[config.mk]
export PLATFORM = sky130hd
export DESIGN_NAME = reg_bank_responder
export DESIGN_NICKNAME = d
export VERILOG_FILES = /design/src/rtl/reg_bank_responder_pkg.sv /design/src/rtl/reg_bank_responder_toggle_sync.sv /design/src/rtl/reg_bank_responder.sv
export SDC_FILE = /design/constraint.sdc
export NUM_CORES = 1
export LEC_CHECK = 0
export ABC_AREA = 0
export CORE_UTILIZATION = 60
export CTS_BUF_LIST = sky130_fd_sc_hd__clkbuf_16
export DETAILED_ROUTE_END_ITERATION = 16
export HOLD_SLACK_MARGIN = 0.02
export PLACE_DENSITY_LB_ADDON = 0.3
export SLEW_MARGIN = 15
export SYNTH_ARGS = -nofsm -noshare
export SYNTH_HDL_FRONTEND = slang
export SYNTH_SLANG_ARGS = --single-unit
[constraint.sdc]
create_clock -name clk -period 2.9 [get_ports clk]
set_clock_uncertainty 0.2 [all_clocks]
set_input_delay 0.87 -clock clk [delete_from_list [all_inputs] [get_ports clk]]
set_output_delay 0.87 -clock clk [all_outputs]
set_load 0.02 [all_outputs]
[src/rtl/reg_bank_responder_pkg.sv]
// Shared definitions for the register bank responder: data/register geometry
// and the state encodings of the independent read and write FSMs.
package rb_pkg;

  localparam int DW    = 32;
  localparam int NREGS = 16;
  localparam int AW    = $clog2(NREGS);

  typedef enum logic [1:0] {
    RD_IDLE = 2'd0,
    RD_SYNC = 2'd1,
    RD_READ = 2'd2,
    RD_RESP = 2'd3
  } rd_state_e;

  typedef enum logic [1:0] {
    WR_IDLE   = 2'd0,
    WR_SYNC   = 2'd1,
    WR_COMMIT = 2'd2
  } wr_state_e;

endpackage

[src/rtl/reg_bank_responder_toggle_sync.sv]
// toggle_sync: two-flop synchronizer for a request toggle plus the compare
// against the owner's acknowledge phase. raw_diff uses the unsynchronized
// toggle (for the combinational ready path and the IDLE wake-up), sync_diff
// uses the second synchronizer stage (safe to act on).
module toggle_sync (
  input  logic clk,
  input  logic reset,
  input  logic trig,
  input  logic phase,
  output logic raw_diff,
  output logic sync_diff
);

  logic s1_q, s1_d;
  logic s2_q, s2_d;

  // Next-state of the synchronizer; under reset both stages preload the raw
  // toggle so no phantom request appears when reset drops.
  always_comb begin
    s1_d = trig;
    s2_d = s1_q;
    if (reset) begin
      s1_d = trig;
      s2_d = trig;
    end else begin
      s1_d = trig;
      s2_d = s1_q;
    end
  end

  // Synchronizer flops.
  always_ff @(posedge clk) begin
    s1_q <= s1_d;
    s2_q <= s2_d;
  end

  assign raw_diff  = trig ^ phase;
  assign sync_diff = s2_q ^ phase;

endmodule

[src/rtl/reg_bank_responder.sv]
// reg_bank_responder: flop-based register bank with one toggle-handshake read
// port and one toggle-handshake write port, each served by its own FSM.
// Optional macro RB_WR_BYPASS_EN: when a READ capture and a COMMIT hit the
// same index on the same edge, the read returns the value being written;
// without it the read returns the old register contents.
module reg_bank_responder
  import rb_pkg::*;
#(
  parameter int DW    = rb_pkg::DW,
  parameter int NREGS = rb_pkg::NREGS
) (
  input  logic                     clk,
  input  logic                     reset,
  input  logic                     rd_trig,
  input  logic [$clog2(NREGS)-1:0] rd_addr,
  output logic [DW-1:0]            rd_data,
  output logic                     rd_ready,
  input  logic                     wr_trig,
  input  logic [$clog2(NREGS)-1:0] wr_addr,
  input  logic [DW-1:0]            wr_data,
  output logic                     wr_ack
);

  rd_state_e    rd_state_q, rd_state_d;
  wr_state_e    wr_state_q, wr_state_d;
  logic         rd_phase_q, rd_phase_d;
  logic         wr_ack_q,   wr_ack_d;
  logic [DW-1:0] rd_data_q, rd_data_d;
  logic [DW-1:0] regs_q [NREGS];
  logic [DW-1:0] regs_d [NREGS];
  logic [DW-1:0] rd_src_s;
  logic         rd_raw_diff_s, rd_sync_diff_s;
  logic         wr_raw_diff_s, wr_sync_diff_s;
  logic         commit_s;

  toggle_sync u_rd_sync (
    .clk       (clk),
    .reset     (reset),
    .trig      (rd_trig),
    .phase     (rd_phase_q),
    .raw_diff  (rd_raw_diff_s),
    .sync_diff (rd_sync_diff_s)
  );

  toggle_sync u_wr_sync (
    .clk       (clk),
    .reset     (reset),
    .trig      (wr_trig),
    .phase     (wr_ack_q),
    .raw_diff  (wr_raw_diff_s),
    .sync_diff (wr_sync_diff_s)
  );

  assign commit_s = (wr_state_q == WR_COMMIT);

  // Read source: register contents, optionally bypassed by a same-edge commit.
  always_comb begin
    rd_src_s = regs_q[rd_addr];
`ifdef RB_WR_BYPASS_EN
    if (commit_s && (wr_addr == rd_addr)) begin
      rd_src_s = wr_data;
    end else begin
      rd_src_s = regs_q[rd_addr];
    end
`else
    rd_src_s = regs_q[rd_addr];
`endif
  end

  // Read FSM: wake on raw mismatch, act only once the synchronized toggle differs.
  always_comb begin
    rd_state_d = rd_state_q;
    rd_data_d  = rd_data_q;
    rd_phase_d = rd_phase_q;
    if (reset) begin
      rd_state_d = RD_IDLE;
      rd_data_d  = '0;
      rd_phase_d = rd_trig;
    end else begin
      case (rd_state_q)
        RD_IDLE: begin
          if (rd_raw_diff_s) rd_state_d = RD_SYNC;
          else               rd_state_d = RD_IDLE;
        end
        RD_SYNC: begin
          if (rd_sync_diff_s) rd_state_d = RD_READ;
          else                rd_state_d = RD_SYNC;
        end
        RD_READ: begin
          rd_data_d  = rd_src_s;
          rd_state_d = RD_RESP;
        end
        RD_RESP: begin
          rd_phase_d = ~rd_phase_q;
          rd_state_d = RD_IDLE;
        end
        default: rd_state_d = RD_IDLE;
      endcase
    end
  end

  // Write FSM: the commit and the acknowledge toggle happen on the same edge.
  always_comb begin
    wr_state_d = wr_state_q;
    wr_ack_d   = wr_ack_q;
    if (reset) begin
      wr_state_d = WR_IDLE;
      wr_ack_d   = wr_trig;
    end else begin
      case (wr_state_q)
        WR_IDLE: begin
          if (wr_raw_diff_s) wr_state_d = WR_SYNC;
          else               wr_state_d = WR_IDLE;
        end
        WR_SYNC: begin
          if (wr_sync_diff_s) wr_state_d = WR_COMMIT;
          else                wr_state_d = WR_SYNC;
        end
        WR_COMMIT: begin
          wr_ack_d   = ~wr_ack_q;
          wr_state_d = WR_IDLE;
        end
        default: wr_state_d = WR_IDLE;
      endcase
    end
  end

  // Register array next-state: clear under reset, otherwise a single commit write.
  always_comb begin
    regs_d = regs_q;
    if (reset) begin
      for (int i = 0; i < NREGS; i++) regs_d[i] = '0;
    end else if (commit_s) begin
      regs_d[wr_addr] = wr_data;
    end else begin
      regs_d = regs_q;
    end
  end

  // State, data and register-bank flops.
  always_ff @(posedge clk) begin
    rd_state_q <= rd_state_d;
    wr_state_q <= wr_state_d;
    rd_phase_q <= rd_phase_d;
    wr_ack_q   <= wr_ack_d;
    rd_data_q  <= rd_data_d;
    regs_q     <= regs_d;
  end

  // Ready drops as soon as the requester toggles, without waiting for a clock.
  assign rd_ready = ~(rd_trig ^ rd_phase_q);
  assign rd_data  = rd_data_q;
  assign wr_ack   = wr_ack_q;

endmodule

Word-level counts from Yosys, hierarchy flattened
Cells that the tools add are included.
Cells by class
  magnitude comparators: 3
  eq/ne operators: 5
  muxes and demuxes: 18
  bitwise operators: 9
  reduce and logical (&&, ||, !) cells: 5
Operator list (count)
  $bwmux W512: 1
  $bmux W32 S4: 1
  $demux W32 S4: 1
  $mux W32: 3
  $ge A5 B5 Y1 const B: 2
  $not A4 Y5: 2
  $mux W1: 8
  $pmux W2 S4: 1
  $eq A2 B2 Y1 const B: 3
  $lt A5 B1 Y1 const B: 1
  $eq A2 B1 Y1 const B: 2
  $logic_not A2 Y1: 2
  $mux W2: 2
  $pmux W2 S2: 1
  $reduce_bool A2 Y1: 2
  $xor A1 B1 Y1: 4
  $not A1 Y1: 3
  $logic_and A1 B1 Y1: 1
Storage, ports and cells
  register bits after elaboration: 554
  output and inout port bits: 34
  logic and storage cells: 65

Logic depth before layout (Yosys ltp)
  depth after elaboration: 6
  mapped depth: 8
  gate-level depth less buffers: 4

Hierarchy
Synthesis repeated with hierarchy kept, for this count alone.
Second synthesis, totals
  cells, all modules: 2760
  area total of the unflattened synthesis: 23077.1 µm²
Modules (own cells, without submodules)
  reg_bank_responder: times used 1, cells each 2750, area an instance 22932.0 µm², sequential area each 11030.6 µm²
  toggle_sync: times used 2, cells each 5, area an instance 72.6 µm², sequential area each 40.0 µm²

Least setup slack after synthesis
Ideal clock, no wire load.
  kind: input-to-reg
  from: input rd_addr[2]
  to: register rd_data_q[1] (netlist: rd_data[1])
  library setup time: 120 ps
  arrival: 2250 ps
  required time: 2580 ps
  path slack: 330 ps
  cell stages on the path: 6
  path buffers: 2
  cells stage by stage: buf_2 > buf_2 > mux4_2 > mux2_2 > a22oi_1 > nand2_1
Between the ends
  cells in the longest elaborated chain, start to end: 4
RTL lines
  start, declared: RTL line reg_bank_responder.sv:15  | input logic [$clog2(NREGS)-1:0] rd_addr,
  $not A4 Y5 (implied by the code): RTL line reg_bank_responder.sv:66  | rd_src_s = regs_q[rd_addr];
  $bmux W32 S4: RTL line reg_bank_responder.sv:66
  $mux W32 (implied by the code) (2 in a row): RTL line reg_bank_responder.sv:66
  end signal, assigned: RTL line reg_bank_responder.sv:146  | rd_data_q <= rd_data_d;
  end, declared: RTL line reg_bank_responder.sv:28  | logic [DW-1:0] rd_data_q, rd_data_d;
No other way between the ends. The select of a mux whose other input is x is not followed.
A chain may end at the register's enable or synchronous reset.

Worst setup path in the final report
  from: input rd_trig
  to: output rd_ready
Between the ends
  cells in the longest elaborated chain, start to end: 2
RTL lines
  start, declared: RTL line reg_bank_responder.sv:14  | input logic rd_trig,
  $xor A1 B1 Y1: RTL line reg_bank_responder.sv:151  | assign rd_ready = ~(rd_trig ^ rd_phase_q);
  $not A1 Y1: RTL line reg_bank_responder.sv:151
  end, declared: RTL line reg_bank_responder.sv:17  | output logic rd_ready,
No other way between the ends.

==> results_dict.tcl <==
set metrics [dict create \
    htreeDepth 2 \
    post-layout-total-power_uw 15260 \
    cell_breakdown_of_the_critical_path "clkdlybuf4s50_1, xnor2_1, buf_2" \
    antennaDiodeCount 0 \
    cts_num_sinks 554 \
    clk_pin_slew_worst_paths_ps 60 \
    grt_setup_unrepaired "no" \
    final_cell_area_um2 26670 \
    cts.hold.buffers_added 0 \
    post_synth_instance_area_um2 23070 \
    cts_setup_buffers 0 \
    initial_core_util 0.6112 \
    mappedNetlistNets 2809 \
    nFillCells 2754 \
    grt_antenna_before_repair 0 \
    setup.worst_path.end_class "output port" \
    timing.hold.ws_ps 246.6 \
    die_y_um 198.1 \
    cap_viol_max_count 0 \
    arrival_time_worst_endpoint_ps 1720 \
    synth.yosys.seq_area_share 0.4815 \
    maximum_fanout_along_the_worst_path 2 \
    wl_per_cell_um 21.08 \
    hold_path_class "reg2reg" \
    drt_pass1_iterations 7 \
    powerDensity_nw_per_um2 572.3 \
    finish.cell_count_without_fillers 3300 \
    first_global_vias 19970 \
    max_slew_margin 0.3830 \
    die-width_um 198.1 \
    nets 2793 \
    slew_violations 0 \
    hpwl_mm 42.53 \
    placementRows 71 \
    remaining_routing_drc_violations 0 \
    grt_overflow_total 0 \
    gp_congestion 0.8629 \
    power.static_leakage_uw 0.009026 \
    tightest_slew_ps 925.5 \
    postSynthRegisterBits 554 \
    setup_violations 0 \
    route.antenna.remaining_nets 0 \
    fmax_ghz 0.3586 \
    cts.root.buffer_cell "sky130_fd_sc_hd__clkbuf_16" \
    largest_net_degree_at_the_start_of_global_routing 202 \
    clkLatencyLatePin_ps 620 \
    final_layout_size_suffix_gt1_frac 0.1259 \
    tritoncts "built" \
    ir_worst_vdd_v 0.0005580 \
    clock_tree.buffer_depth 3 \
    io_buffers 77 \
    number_of_cts_inserted_buffers 54 \
    final_wirelength_mm 69.55 \
    avgSynthCellArea_um2 8.345 \
    dieArea_um2 39250 \
    hold_violations 0 \
    startpoint_type "input pin" \
    vias 20430 \
    place_area_um2 25020 \
    ys_warn_count 0 \
    final_cycle_share 0.9616 \
    dp_cells 3204 \
    critical_path_class "in2out" \
    gr-usage-all-layers 0.3547 \
    postSynthCellCount 2765 \
    design.core.area_um2 37760 \
    post_synth_num_cell_types 35 \
    period_minus_slack_ps 2789 \
    vias_per_cell 6.190 \
    area_growth_syn_to_layout_pct 15.60 \
    critical_path_required_ps 1830 \
    status "completed" \
    wire_length_of_the_first_global_routing_pass_mm 107.8 \
    critical-path-slowest-cell "sky130_fd_sc_hd__clkdlybuf4s50_1" \
    io-pin-count 78 \
    worst_path_largest_cell_delay_ps 500 \
    drt-initial-drc-count 2462 \
]
==> state kept, by name, summed over array words and instances, names as in the netlist <==
name            flops
u_wr_sync.s1_q      1
wr_state_q          2
regs_q            512
u_rd_sync.s1_q      1
u_rd_sync.s2_q      1
rd_data            32
u_wr_sync.s2_q      1
wr_ack              1
rd_state_q          2
rd_phase_q          1
==> kinds of logic (layout without fill, tap and decap cells) <==
kind of cell / count (synthesis) / count (layout) / synth area share
flip-flops: 554 / 554 / 0.4815
XOR/XNOR: 4 / 4 / 0.001519
multiplexers: 193 / 193 / 0.1375
AO/OA/AOI/OAI: 620 / 620 / 0.1454
AND/OR/NAND/NOR: 1114 / 1114 / 0.1856
buffers and inverters: 280 / 304 / 0.04842
==> worst max-delay path, delay by kind of cell <==
kind                      cells  cell delay (ps)
buffers and inverters         2              700
xor gates and xnor gates      1              140
==> cells in the final DEF, fill, tap and decap left out, types with 3 or more instances in the layout <==
| master | count |
|---|---|
| sky130_fd_sc_hd__nand2_1 | 1072 |
| sky130_fd_sc_hd__dfxtp_1 | 552 |
| sky130_fd_sc_hd__a21oi_1 | 514 |
| sky130_fd_sc_hd__mux4_2 | 96 |
| sky130_fd_sc_hd__buf_4 | 78 |
| sky130_fd_sc_hd__clkdlybuf4s50_1 | 72 |
| sky130_fd_sc_hd__mux2i_1 | 65 |
| sky130_fd_sc_hd__a22oi_1 | 64 |
| sky130_fd_sc_hd__clkbuf_16 | 54 |
| sky130_fd_sc_hd__buf_12 | 49 |
| sky130_fd_sc_hd__o211ai_1 | 32 |
| sky130_fd_sc_hd__mux2_2 | 32 |
| sky130_fd_sc_hd__clkinv_1 | 18 |
| sky130_fd_sc_hd__inv_1 | 13 |
| sky130_fd_sc_hd__nor2_2 | 12 |
| sky130_fd_sc_hd__o21ai_0 | 5 |
| sky130_fd_sc_hd__clkinv_2 | 5 |
| sky130_fd_sc_hd__nor3_2 | 4 |
| sky130_fd_sc_hd__nand2b_1 | 4 |
| sky130_fd_sc_hd__nand3_1 | 4 |
| sky130_fd_sc_hd__bufinv_16 | 4 |
| sky130_fd_sc_hd__xnor2_1 | 3 |
| sky130_fd_sc_hd__nor2b_1 | 3 |
| sky130_fd_sc_hd__clkinvlp_4 | 3 |
==> cell usage after synthesis, drive strengths merged <==
cell type / number / area share
nor4: 1 / 0.00027
clkbuf: 230 / 0.037
xnor2: 3 / 0.0011
mux4: 96 / 0.094
o21ai: 5 / 0.0011
nor3b: 1 / 0.00033
mux2: 32 / 0.016
nor2: 13 / 0.0021
nand4b: 1 / 0.00038
a21oi: 515 / 0.11
a21o: 2 / 0.00065
edfxtp: 2 / 0.0026
dfxtp: 552 / 0.48
nand4bb: 2 / 0.00098
buf: 45 / 0.010
o211ai: 32 / 0.010
inv: 5 / 0.00081
and2: 1 / 0.00027
or4b: 1 / 0.00043
xor2: 1 / 0.00038
nand2b: 4 / 0.0011
nand3: 4 / 0.00087
nor4b: 1 / 0.00038
a22oi: 64 / 0.021
nor2b: 4 / 0.0011
and4b: 1 / 0.00043
mux2i: 65 / 0.028
nor3: 6 / 0.0015
and4bb: 2 / 0.0011
nand2: 1072 / 0.17
a22o: 1 / 0.00038
o2bb2ai: 1 / 0.00038
==> per-layer routing <==
| layer | up-vias | global-route usage | share of wire |
|---|---|---|---|
| li1 | 9222 | - | - |
| met1 | 9835 | 0.4558 | 0.38 |
| met2 | 1186 | 0.5822 | 0.48 |
| met3 | 185 | 0.06677 | 0.11 |
| met4 | 0 | 0.1553 | 0.033 |
| met5 | - | 0 | 0 |
==> where the power goes <==
part | switching [µW] | internal, µW | leakage [µW]
clock network | 2970 | 3720 | 0.000833
logic | 572 | 308 | 0.00373
registers | 32.8 | 7660 | 0.00447
total | 3580 | 11700 | 0.00903
==> worst paths after layout <==
check / startpoint / to / slack (ps) / cells past startpoint
setup reg to reg: wr_state_q[0] / regs_q[370] / 780 / 5
hold / removal: u_rd_sync.s1_q / u_rd_sync.s2_q / 250 / 2
setup / recovery: rd_trig / rd_ready / 110 / 3
hold reg to reg: u_rd_sync.s1_q / u_rd_sync.s2_q / 250 / 2
==> area by class of cell <==
class / count / area (µm²) / area share
sequential: 554 / 11110 / 0.4165
inverter: 5 / 18.77 / 0.0007036
clock buffer: 54 / 1351 / 0.05066
timing repair buffer: 203 / 2327 / 0.08725
clock inverter: 42 / 305.3 / 0.01145
tap: 511 / 639.4 / 0.02397
multi-input combinational: 1931 / 10920 / 0.4094
==> stage by stage <==
step                      utilization  TNS [ps]  setup WS (ps)
final                          0.7065         0          111.4
after global routing           0.7065         0          56.44
after CTS                      0.7067         0         0.9586
after detailed placement       0.6628    -14650         -344.2
after global placement         0.6628    -11170         -341.1
after floorplan                     -         0          330.5
==> what timing repair did <==
action | 4_1_cts | 5_1_grt
resized for setup | 3 | 2
pin swaps | 0 | 0
setup endpoints to repair | 1 | 1
Power figures use the tool's default switching activity.
